**config.mk**
```make
export PLATFORM = sky130hd
export DESIGN_NAME = prom_fetch_arbiter
export DESIGN_NICKNAME = d
export VERILOG_FILES = /design/src/rtl/prom_arb_pkg.sv /design/src/rtl/prom_arb_rr.sv /design/src/rtl/prom_fetch_arbiter.sv
export SDC_FILE = /design/constraint.sdc
export NUM_CORES = 1
export LEC_CHECK = 0
export BUFFER_PORTS_ARGS = -buffer_cell sky130_fd_sc_hd__buf_2
export CORE_ASPECT_RATIO = 0.9
export CORE_MARGIN = 2
export CORE_UTILIZATION = 52
export CTS_BUF_LIST = sky130_fd_sc_hd__clkbuf_8
export DETAILED_ROUTE_END_ITERATION = 12
export PLACE_DENSITY = 0.89
export SYNTH_ARGS = -nofsm -noshare
export SYNTH_HDL_FRONTEND = slang
export SYNTH_SLANG_ARGS = --single-unit
```
**constraint.sdc**
```tcl
create_clock -name clk -period 5.8 [get_ports clk]
set_clock_uncertainty 0.1 [all_clocks]
set_input_delay 1.16 -clock clk [delete_from_list [all_inputs] [get_ports clk]]
set_output_delay 1.16 -clock clk [all_outputs]
set_load 0.1 [all_outputs]
```
**src/rtl/prom_arb_pkg.sv**
```systemverilog
// Shared constants, state encoding and request-search helpers for prom_fetch_arbiter.
package prom_arb_pkg;

  localparam int unsigned MAXREQ = 8;
  localparam int unsigned IDXW   = 3;

  typedef logic [0:0] state_t;
  localparam logic [0:0] IDLE = 1'b0;
  localparam logic [0:0] ADDR = 1'b1;

  function automatic logic [MAXREQ-1:0] onehot(input logic [IDXW-1:0] idx);
    logic [MAXREQ-1:0] v;
    v      = '0;
    v[idx] = 1'b1;
    return v;
  endfunction

  // Returns {found, index} of the first set bit at or after start, wrapping within n.
  function automatic logic [IDXW:0] prio_search(input logic [MAXREQ-1:0] req,
                                                input logic [IDXW-1:0]   start,
                                                input int unsigned       n);
    logic [IDXW:0] res;
    int unsigned   j;
    res = '0;
    for (int unsigned i = 0; i < MAXREQ; i++) begin
      j = (32'(start) + i) % n;
      if (i < n && !res[IDXW] && req[IDXW'(j)]) res = {1'b1, IDXW'(j)};
    end
    return res;
  endfunction

endpackage

```
**src/rtl/prom_arb_rr.sv**
```systemverilog
// Combinational winner select; round-robin after ptr, or fixed lowest-index
// priority when PROM_ARB_FIXED_PRIO_EN is defined.
module prom_arb_rr
  import prom_arb_pkg::*;
#(
  parameter int unsigned NREQ = 4
) (
  input  logic [NREQ-1:0] req,
  input  logic [IDXW-1:0] ptr,
  output logic            any_c,
  output logic [IDXW-1:0] win_c
);

  logic [MAXREQ-1:0] req_ext;
  logic [IDXW:0]     res;
  logic [IDXW-1:0]   start;

`ifdef PROM_ARB_FIXED_PRIO_EN
  logic ptr_unused;
  assign ptr_unused = ^ptr;
  assign start      = '0;
`else
  assign start = IDXW'((32'(ptr) + 1) % NREQ);
`endif

  always_comb begin
    req_ext = MAXREQ'(req);
    res     = prio_search(req_ext, start, NREQ);
  end

  assign any_c = res[IDXW];
  assign win_c = res[IDXW-1:0];

endmodule

```
**src/rtl/prom_fetch_arbiter.sv**
```systemverilog
// Round-robin arbiter sharing one registered PROM among NREQ burst requesters.
// Optional macro PROM_ARB_FIXED_PRIO_EN selects fixed lowest-index priority.
module prom_fetch_arbiter
  import prom_arb_pkg::*;
#(
  parameter int unsigned NREQ   = 4,
  parameter int unsigned WIDTH  = 8,
  parameter int unsigned HEIGHT = 9,
  parameter int unsigned LENW   = 4
) (
  input  logic                   clk,
  input  logic                   clr_,
  input  logic [NREQ-1:0]        req,
  input  logic [NREQ*HEIGHT-1:0] addr,
  input  logic [NREQ*LENW-1:0]   len,
  output logic [NREQ-1:0]        gnt,
  output logic [WIDTH-1:0]       rdata,
  output logic [NREQ-1:0]        rvalid,
  output logic [NREQ-1:0]        done,
  output logic [HEIGHT-1:0]      rom_a,
  input  logic [WIDTH-1:0]       rom_q,
  output logic                   rom_e1_,
  output logic                   rom_e2_,
  output logic                   rom_clr_,
  output logic                   rom_ps_
);

  state_t            state, state_d;
  logic [NREQ-1:0]   gnt_d, rvalid_d, done_d;
  logic [IDXW-1:0]   owner, owner_d, ptr, ptr_d;
  logic [LENW-1:0]   cnt, cnt_d;
  logic [HEIGHT-1:0] rom_a_d;
  logic              rom_e1_d, rom_e2_d;
  logic              any_c;
  logic [IDXW-1:0]   win_c;
  logic [MAXREQ-1:0] req_ext;

  assign rdata    = rom_q;
  assign rom_clr_ = clr_;
  assign rom_ps_  = 1'b1;
  assign req_ext  = MAXREQ'(req);

  prom_arb_rr #(.NREQ(NREQ)) u_rr (
    .req   (req),
    .ptr   (ptr),
    .any_c (any_c),
    .win_c (win_c)
  );

  // Next-state: grant in IDLE, stream addresses in ADDR, data phase one cycle behind.
  always_comb begin
    state_d  = state;
    gnt_d    = gnt;
    owner_d  = owner;
    ptr_d    = ptr;
    cnt_d    = cnt;
    rom_a_d  = rom_a;
    rom_e2_d = 1'b1;
    rom_e1_d = 1'b1;
    rvalid_d = '0;
    done_d   = '0;
    case (state)
      IDLE: begin
        if (any_c) begin
          state_d  = ADDR;
          gnt_d    = NREQ'(onehot(win_c));
          owner_d  = win_c;
`ifndef PROM_ARB_FIXED_PRIO_EN
          ptr_d    = win_c;
`endif
          cnt_d    = len[32'(win_c)*LENW +: LENW];
          rom_a_d  = addr[32'(win_c)*HEIGHT +: HEIGHT];
          rom_e2_d = 1'b0;
        end
      end
      ADDR: begin
        if (!req_ext[owner]) begin
          // Abort: the word fetched this cycle is never reported.
          state_d = IDLE;
          gnt_d   = '0;
        end else begin
          rvalid_d = NREQ'(onehot(owner));
          rom_e1_d = 1'b0;
          if (cnt == '0) begin
            done_d  = NREQ'(onehot(owner));
            state_d = IDLE;
            gnt_d   = '0;
          end else begin
            cnt_d    = LENW'(cnt - 1'b1);
            rom_a_d  = HEIGHT'(rom_a + 1'b1);
            rom_e2_d = 1'b0;
          end
        end
      end
      default: state_d = IDLE;
    endcase
  end

  // State and output registers.
  always_ff @(posedge clk or negedge clr_) begin
    if (!clr_) begin
      state   <= IDLE;
      gnt     <= '0;
      owner   <= '0;
      ptr     <= IDXW'(NREQ - 1);
      cnt     <= '0;
      rom_a   <= '0;
      rom_e2_ <= 1'b1;
      rom_e1_ <= 1'b1;
      rvalid  <= '0;
      done    <= '0;
    end else begin
      state   <= state_d;
      gnt     <= gnt_d;
      owner   <= owner_d;
      ptr     <= ptr_d;
      cnt     <= cnt_d;
      rom_a   <= rom_a_d;
      rom_e2_ <= rom_e2_d;
      rom_e1_ <= rom_e1_d;
      rvalid  <= rvalid_d;
      done    <= done_d;
    end
  end

endmodule
```
Word-level counts from Yosys, hierarchy flattened
Index checks and enable logic that the tools add are counted.
Widths: inputs -> output; s select.
{"block": "totals", "regBits": 33, "out_inout_bits": 33, "wordCells": 89}
{"block": "op_classes", "addsub": 6, "eq_ne": 4, "reduce_logical": 12, "mul": 1, "n_mux": 45, "shift": 2, "bitwise_logic": 1, "magnitude_cmp": 8}
{"operator": "$mux 4", "n": 15}
{"operator": "$shiftx 36x8->9", "n": 1}
{"operator": "$mux 9", "n": 3}
{"operator": "$pmux 9 s2", "n": 1}
{"operator": "$lt 2x4->1 const B", "n": 4}
{"operator": "$pmux 4 s2", "n": 2}
{"operator": "$shiftx 16x6->4", "n": 1}
{"operator": "$mux 1", "n": 15}
{"operator": "$add 9x1->9 const B", "n": 1}
{"operator": "$bmux 1 s2", "n": 4}
{"operator": "$lt 3x4->1 const B", "n": 2}
{"operator": "$mul 3x4->7 const B", "n": 1}
{"operator": "$demux 1 s3", "n": 2}
{"operator": "$ge 3x1->1 const B", "n": 2}
{"operator": "$logic_and 1x1->1", "n": 5}
{"operator": "$add 2x1->2 const B", "n": 2}
{"operator": "$add 2x2->2 const B", "n": 2}
{"operator": "$logic_not 4->1", "n": 1}
{"operator": "$ne 2x1->1 const B", "n": 2}
{"operator": "$pmux 1 s2", "n": 2}
{"operator": "$reduce_and 2->1", "n": 2}
{"operator": "$sub 4x1->4 const B", "n": 1}
{"operator": "$bmux 1 s3", "n": 1}
{"operator": "$logic_not 1->1", "n": 3}
{"operator": "other kinds (4)", "n": 4}

Longest topological paths before layout
Gate-level depths: netlist of the first run.
{"block": "logic_depth", "word_depth": 19, "mapped_depth": 10, "mapped_depth_nobuf": 8}

Modules after synthesis
A second synthesis of the first run with hierarchy kept.
{"block": "unflattened", "cells_unflattened": 212, "area_unflattened_um2": 2142.1}
{"mod": "prom_fetch_arbiter", "area_per_inst_um2": 2039.5, "n_inst": 1, "cells_each": 196}
{"mod": "prom_arb_rr", "area_per_inst_um2": 102.6, "n_inst": 1, "cells_each": 16}

Worst setup path before layout of the first run
No wires, ideal clock.
{"block": "synth_path", "path_type": "in2reg", "start": "in req[3]", "end": "reg rom_a[7]", "setup_time_ns": 0.132, "t_arrival_ns": 2.710, "n_path_buf": 2, "stages": 7, "slack_ns": 2.859, "cell_sequence": "buf_2 o21ai_1 a211oi_4 buf_6 mux4_2 a22oi_2 o21ai_1"}
{"block": "synth_between", "elab_chain_len": 16, "elab_cells_between_ends": 27}
{"item": "start, declared", "line": "prom_fetch_arbiter.sv:13", "text": "input logic [NREQ-1:0] req,"}
{"item": "$bmux 1 s2", "line": "prom_arb_pkg.sv:27", "text": "if (i < n && !res[IDXW] && req[IDXW'(j)]) res = {1'b1, IDXW'(j)};"}
{"item": "$mux 1 (implied by the code)", "line": "prom_arb_pkg.sv:27"}
{"item": "$mux 4", "line": "prom_arb_pkg.sv:27"}
{"item": "$logic_not 1->1", "line": "prom_arb_pkg.sv:27"}
{"item": "$logic_and 1x1->1", "line": "prom_arb_pkg.sv:27"}
{"item": "$mux 4", "line": "prom_arb_pkg.sv:27"}
{"item": "$logic_not 1->1", "line": "prom_arb_pkg.sv:27"}
{"item": "$logic_and 1x1->1", "line": "prom_arb_pkg.sv:27"}
{"item": "$mux 4", "line": "prom_arb_pkg.sv:27"}
{"item": "$logic_not 1->1", "line": "prom_arb_pkg.sv:27"}
{"item": "$logic_and 1x1->1", "line": "prom_arb_pkg.sv:27"}
{"item": "$mux 4", "line": "prom_arb_pkg.sv:27"}
{"item": "$mul 3x4->7", "line": "prom_fetch_arbiter.sv:72", "text": "rom_a_d = addr[32'(win_c)*HEIGHT +: HEIGHT];"}
{"item": "$shiftx 36x8->9", "line": "prom_fetch_arbiter.sv:72"}
{"item": "$mux 9", "line": "prom_fetch_arbiter.sv:64", "text": "if (any_c) begin"}
{"item": "$pmux 9 s2", "line": "prom_fetch_arbiter.sv:62", "text": "case (state)"}
{"item": "end signal, assigned", "line": "prom_fetch_arbiter.sv:118", "text": "rom_a <= rom_a_d;"}
{"item": "end, declared", "line": "prom_fetch_arbiter.sv:20", "text": "output logic [HEIGHT-1:0] rom_a,"}
Parallel ways exist; a longest one is shown, timed or not. The select of a mux whose other input is x is not followed.
A chain may end at the register's enable or synchronous reset.

Worst setup path after layout of the first run
{"block": "layout_path", "start": "in clr_", "end": "out rom_clr_"}
{"item": "start, declared", "line": "prom_fetch_arbiter.sv:12", "text": "input logic clr_,"}
{"item": "end, declared", "line": "prom_fetch_arbiter.sv:24", "text": "output logic rom_clr_,"}
No word-level cell between the ends.

==> flow_summary_export.csv, run 1 <==
group,metric,value,unit
status,status,"complete, no violations",
worst_setup_path,critical_path_required,4540,ps
sta,tightest_slew,1010,ps
floorplan,start_util,55.2,%
synth,synth_top_area_share,33.6,%
synth,yosys_warnings,0,
worst_setup_path,crit_family,"buffers and inverters",
synth,synth-seq-area-share,38.6,%
sta,hold_viol,0,
worst_setup_path,worst_setup_path_end_kind,"primary output",
floorplan,ios,99,
pwr,peakVddDrop,0.401,mV
synth,avgSynthCellArea,10.1,um^2
worst_setup_path,endpoint,"rom_clr_",
drt,drc,0,
drt,vias,1858,
global_routing,grt_use_total,22.7,%
flow_run,drv_cap,0,
worst_setup_path,cp.depth,2,
floorplan,core-area,3780,um^2
layout,drive_gt1_share,43.2,%
worst_setup_path,cp-startpoint,"clr_",
layout,n_antenna_cell,0,
worst_setup_path,worst_path_max_delay_cell,"buf_2",
floorplan,die_w,70.8,um
worst_setup_path,reg2reg_depth,7,
sta,relSlewSlack,32.3,%
place,portBuffers,81,
worst_setup_path,cpMostUsedCell,"buf_2",
worst_setup_path,worstPathMaxFanout,33,
sta,fmax,284,MHz
global_routing,overflow,0,
synth,syn_area,2090,um^2
clocking,cts_tree,"built",
sta,fin_crit,3520,ps
sta,fin_setup_tns,0,ps
drt,postRouteAntennaNets,0,
synth,synthFlopType,"dfrtp_1",
worst_setup_path,critPathBufInv,2,
synth,synthArstFlopShare,100,%
layout,area_growth,18.3,%
global_routing,grt_pass1_wl,8080,um
synth,yosysTopAreaCell,"dfrtp_1",
clocking,numCtsBuffers,5,
synth,synth_seq_cells,32,
drt,wirelength,4920,um
worst_setup_path,critical_path_class,"in -> out",
clocking,cts_sinks,32,
worst_setup_path,setup.worst_path.start_class,"primary input",
synth,synth_edf_count,0,
synth,synthTopCellsByArea,"dfrtp_1, mux4_2, dfstp_2",
worst_setup_path,cp_slowest_stage_delay,550,ps
global_routing,antenna_found_initial,0,
synth,ys_types,50,
clocking,post_cts_buffers,0,
worst_setup_path,r2r-end,"rom_a[2]",
sta,slew_violations,0,
clocking,cts_buffer_depth,2,
drt,post_drt_wl_per_cell,15.4,um
drt,drt_first_pass_iters,4,
clocking,htree_levels,2,
clocking,cts_resized,0,
clocking,root_buffer,"clkbuf_8",
sta,setup_viol,0,
floorplan,num_rows,21,
clocking,hold_buffers,0,
worst_setup_path,r2r_start,"ptr[0]",
clocking,cts.clk_slew.worst_paths,60,ps
place,place_congestion,0.802,
pwr,power.density,697,nW/um^2
global_routing,grt_max_degree,34,
worst_setup_path,path_cells,"buf_2 -> buf_2",
synth,postSynthNetCount,274,
synth,postSynthCellCount,206,
sta,fin_crit_sh,60.6,%
place,dpl.hpwl,3780,um
layout,nNetsFinal,340,
pwr,p_leak,1.16,nW
hold_path,min_path_type,"reg -> reg",
drt,via_per_inst,5.82,
worst_setup_path,ff2ff_setup_slack,3030,ps
layout,fill_cells,317,
sta,hold_ws,383,ps
sta,rsz0062_at_grt,"false",
floorplan,die_y,64.1,um
global_routing,grt_pass1_vias,1726,
drt,drt_iter0_drc,160,
worst_setup_path,cp_data_arrival_time,2260,ps
clocking,clock_latency,280,ps
floorplan,die_area,4540,um^2
[how the worst min path moves through the flow]
stage,start,end,cells past startpoint
floorplan,state,rom_e1_,1
global placement,gnt[2],gnt[2],2
detailed placement,gnt[2],gnt[2],2
CTS,gnt[2],gnt[2],2
global route,gnt[2],gnt[2],2
finish,gnt[2],gnt[2],2
[stage by stage]
step           power [mW]  std cells  instance area (um^2)  utilization (%)  setup slack, ps
6_report             1.72        319                  2470             65.3             2280
5_1_grt              1.82        319                  2470             65.3             2130
4_1_cts              1.72        319                  2470             65.3             2240
3_5_place_dp         1.55        311                  2380             62.9             2180
3_3_place_gp         1.52        311                  2380             62.9             2250
2_1_floorplan        1.43        206                  2090                -             2860
[power breakdown]
part / switching, mW / internal, mW / leakage [nW]
sequential: 0.113 / 0.328 / 0.389
clock: 0.0775 / 0.0931 / 0.0538
combinational: 0.800 / 0.310 / 0.722
total: 0.991 / 0.731 / 1.16
[cells in the mapped netlist, types with 2 or more instances]
cell and count:
a32o_1 2, buf_2 4, mux2_2 4, o21ai_1 10, a22o_1 2, a22oi_1 2, mux2i_1 5, buf_6 3
a32oi_1 2, nor3_1 9, ha_1 2, nor3b_1 3, or2_2 2, clkbuf_1 3, nand2b_1 3, a22oi_2 6
buf_4 11, nor2_1 14, o22a_1 2, a21oi_1 13, inv_1 6, dfstp_2 4, o21ai_0 7, mux4_2 7
nand2_1 18, nand3_1 9, o211ai_1 2, dfrtp_1 28, nor4_1 2
[layout by cell type (no fill, tap or decap), types with 5 or more instances in the layout]
cell / n
mux4_2: 7
o21ai_0: 7
o21ai_1: 10
a22oi_2: 6
nand2_1: 18
nor2_1: 14
clkbuf_8: 6
nand3_1: 9
mux2i_1: 5
a21oi_1: 13
nor3_1: 9
inv_1: 8
dfrtp_1: 28
buf_2: 81
[worst reg2reg max path: stages (launching register included)]
cell,delay (ps)
dfstp_2,570
nand2b_1,130
a21oi_1,70
a211oi_4,550
buf_4,340
mux4_1,580
a22oi_1,180
o211ai_1,130
[flip-flops by register name, indices dropped and copies added, names as in the netlist]
name,count
state,1
owner,2
done,4
ptr,2
rvalid,4
cnt,4
gnt,4
rom_a,9
rom_e1_,1
rom_e2_,1
[per-layer routing]
| metal | GRT usage (%) | vias to the layer above | routed length, um |
|---|---|---|---|
| met5 | 0 | - | 0 |
| met3 | 5.05 | 21 | 366 |
| met2 | 36.4 | 86 | 2450 |
| met1 | 29.7 | 876 | 1960 |
| met4 | 9.91 | 0 | 148 |
| li1 | - | 875 | - |
[cells by family (layout without fill, tap and decap cells)]
kind of cell | count (synthesis) | in the layout | share of synthesized area [%]
compound gates | 58 | 58 | 20.6
buf+inv | 31 | 98 | 10.5
flops | 32 | 32 | 38.6
fa+ha+maj | 2 | 2 | 1.20
other cells | 1 | 1 | 0.180
simple gates | 65 | 65 | 15.5
mux | 17 | 17 | 13.4
[final cells by class]
type	count	area, um^2	share of cell area, %
Multi-Input combinational cell	143	1060	43.0
Sequential cell	32	806	32.6
Timing Repair Buffer	83	420	17.0
Clock buffer	6	82.6	3.34
Tap cell	46	57.6	2.33
Inverter	7	33.8	1.37
Clock inverter	2	7.51	0.304
Power figures use the tool's default switching activity.
==> run 2: changes to the inputs <==
Settings changed: ABC_AREA from default to 1, CORE_UTILIZATION 52 to 49, PLACE_DENSITY 0.89 to 0.83.
Clock period 5.8 ns to 3.55 ns, I/O delays scaled along.
==> flow_summary_export.csv, run 2 <==
group,metric,value,unit
clocking,cts_tree,"built",
drt,wirelength,5700,um
sta,slew_violations,0,
global_routing,antenna_found_initial,0,
drt,drt_first_pass_iters,4,
place,place_congestion,0.840,
clocking,cts_sinks,32,
global_routing,overflow,0,
global_routing,grt_pass1_vias,2095,
worst_setup_path,cp_data_arrival_time,2530,ps
drt,post_drt_wl_per_cell,12.3,um
drt,drt_iter0_drc,129,
clocking,post_cts_buffers,0,
synth,yosysMostFrequentCell,"nand2_1",
worst_setup_path,critical_path_required,3630,ps
clocking,hold_buffers,0,
synth,postSynthNetCount,403,
synth,ys_types,34,
worst_setup_path,worstPathMaxFanout,27,
layout,fin_cells,465,
synth,synth_edf_count,0,
floorplan,num_rows,23,
sta,setup_viol,0,
sta,fin_crit_sh,69.1,%
floorplan,ios,99,
flow_run,drv_cap,0,
layout,multi_input_area,1240,um^2
hold_path,min_path_type,"in -> async",
clocking,cts_resized,0,
worst_setup_path,ff2ff_setup_slack,1100,ps
synth,synth-seq-area-share,35.2,%
layout,nNetsFinal,470,
status,status,"complete, no violations",
floorplan,core-area,4490,um^2
clocking,cts_buffer_depth,2,
synth,avgSynthCellArea,6.84,um^2
drt,via_per_inst,5.14,
drt,drc,0,
global_routing,grt_pass1_wl,9190,um
layout,regMostFlops,"rom_a",
clocking,clock_latency,290,ps
synth,synthFlopType,"dfrtp_1",
sta,rsz0062_at_grt,"false",
clocking,htree_levels,2,
global_routing,grt_max_degree,33,
sta,fin_crit,2450,ps
layout,final_cell_mix,"nand2_1, buf_2, nand3_1",
place,portBuffers,81,
synth,yosys_warnings,0,
synth,syn_area,2290,um^2
synth,synth_top_area_share,30.6,%
clocking,cts.clk_slew.worst_paths,70,ps
floorplan,die_area,5240,um^2
drt,postRouteAntennaNets,0,
worst_setup_path,critical_path_class,"reg -> reg",
synth,synthTopCellsByArea,"dfrtp_1, nand2_1, nand3_1",
synth,yosysTopAreaCell,"dfrtp_1",
layout,fill_cells,430,
synth,synthArstFlopShare,100,%
layout,finish.utilization,60.9,%
synth,synth_common_cells,"nand2_1, nand3_1, dfrtp_1",
sta,fin_setup_tns,0,ps
layout,drive_gt1_share,30.3,%
layout,area_growth,19.4,%
synth,synth_seq_cells,32,
place,dpl.hpwl,4280,um
drt,vias,2389,
layout,n_antenna_cell,0,
sta,fmax,408,MHz
floorplan,die_y,68.9,um
floorplan,start_util,51.0,%
worst_setup_path,cp-startpoint,"ptr[0]",
worst_setup_path,r2r_start,"ptr[0]",
synth,postSynthCellCount,335,
worst_setup_path,worst_setup_path_end_kind,"flop",
layout,largest_reg_flops,9,
layout,layout.cells.most_common,"nand2_1",
sta,hold_viol,0,
place,dp_cells,457,
layout,regArea,806,um^2
clocking,root_buffer,"clkbuf_8",
global_routing,grt_use_total,22.0,%
worst_setup_path,setup.worst_path.start_class,"flop",
floorplan,die_w,76.1,um
clocking,numCtsBuffers,5,
[run 2: cell count changes after synthesis, moves of 4 or more]
cell     before  now
a22oi_2       6    0
inv_1         6   15
inv_2         0    4
mux2_2        4    0
mux2i_1       5    0
mux4_2        7    0
nand2_1      18  121
nand2_2       1    9
nand3_1       9   45
nor2_1       14   26
nor3_1        9    5
o21ai_1      10    3
[run 2: through the flow]
stage | cell area (um^2) | worst slack, ps | hold WS [ps]
CTS | 2740 | 1100 | 405
global route | 2740 | 848 | 413
global placement | 2620 | 1070 | 397
finish | 2740 | 1100 | 390
detailed placement | 2620 | 993 | 404
floorplan | 2290 | 1190 | 314
[run 2: logic make-up (layout without fill, tap and decap cells)]
family,count (synthesis),after routing,synth area share [%]
and+or+nand+nor,217,217,42.2
other,1,1,0.164
buffers and inverters,43,111,10.5
AOI/OAI and AO/OA,36,36,9.34
DFF,32,32,35.2
xor gates and xnor gates,4,4,1.53
adders and majority gates,2,2,1.09
[run 2: final cells by class]
cell class	count	area share, %
multi-input cells	260	45.5
flip-flops and latches	32	29.5
repair buffers	82	15.1
inverters	21	3.06
well taps	62	2.84
clock buffers	5	2.52
clock inverters	3	1.56
[run 2: path summary, 6_finish.rpt]
| kind | cells after the start | to |
|---|---|---|
| max | 15 | rom_a[5] |
| min | 2 | rvalid[3] |
| max reg2reg | 15 | rom_a[5] |
| min reg2reg | 2 | cnt[1] |
| max in group asynchronous | 2 | ptr[1] |
| min in group clk | 2 | cnt[1] |
[run 2: routing by layer]
metal  up-vias  track usage [%]  share of wire (%)
met3         6             4.69                5.9
met2        90             36.8                 46
li1       1209                -                  -
met5         -                0                  0
met4         0             8.41               0.91
met1      1084             28.8                 47
[run 2: worst max-delay path, cell delays in order (launching register included)]
cell	delay, ps
dfstp_2	690
inv_4	90
nand2_2	70
nand2_2	80
nor2_4	130
nand3_2	120
nand2_2	100
nand2_4	130
nand2_4	250
inv_2	170
nand2_1	100
nand2_1	60
nand2_1	60
nand3_1	70
nand2_1	70
nand2_1	40
Power of run 2 is not shown: default switching activity piles up to over one toggle a cycle in this logic, so the estimate is an artifact.
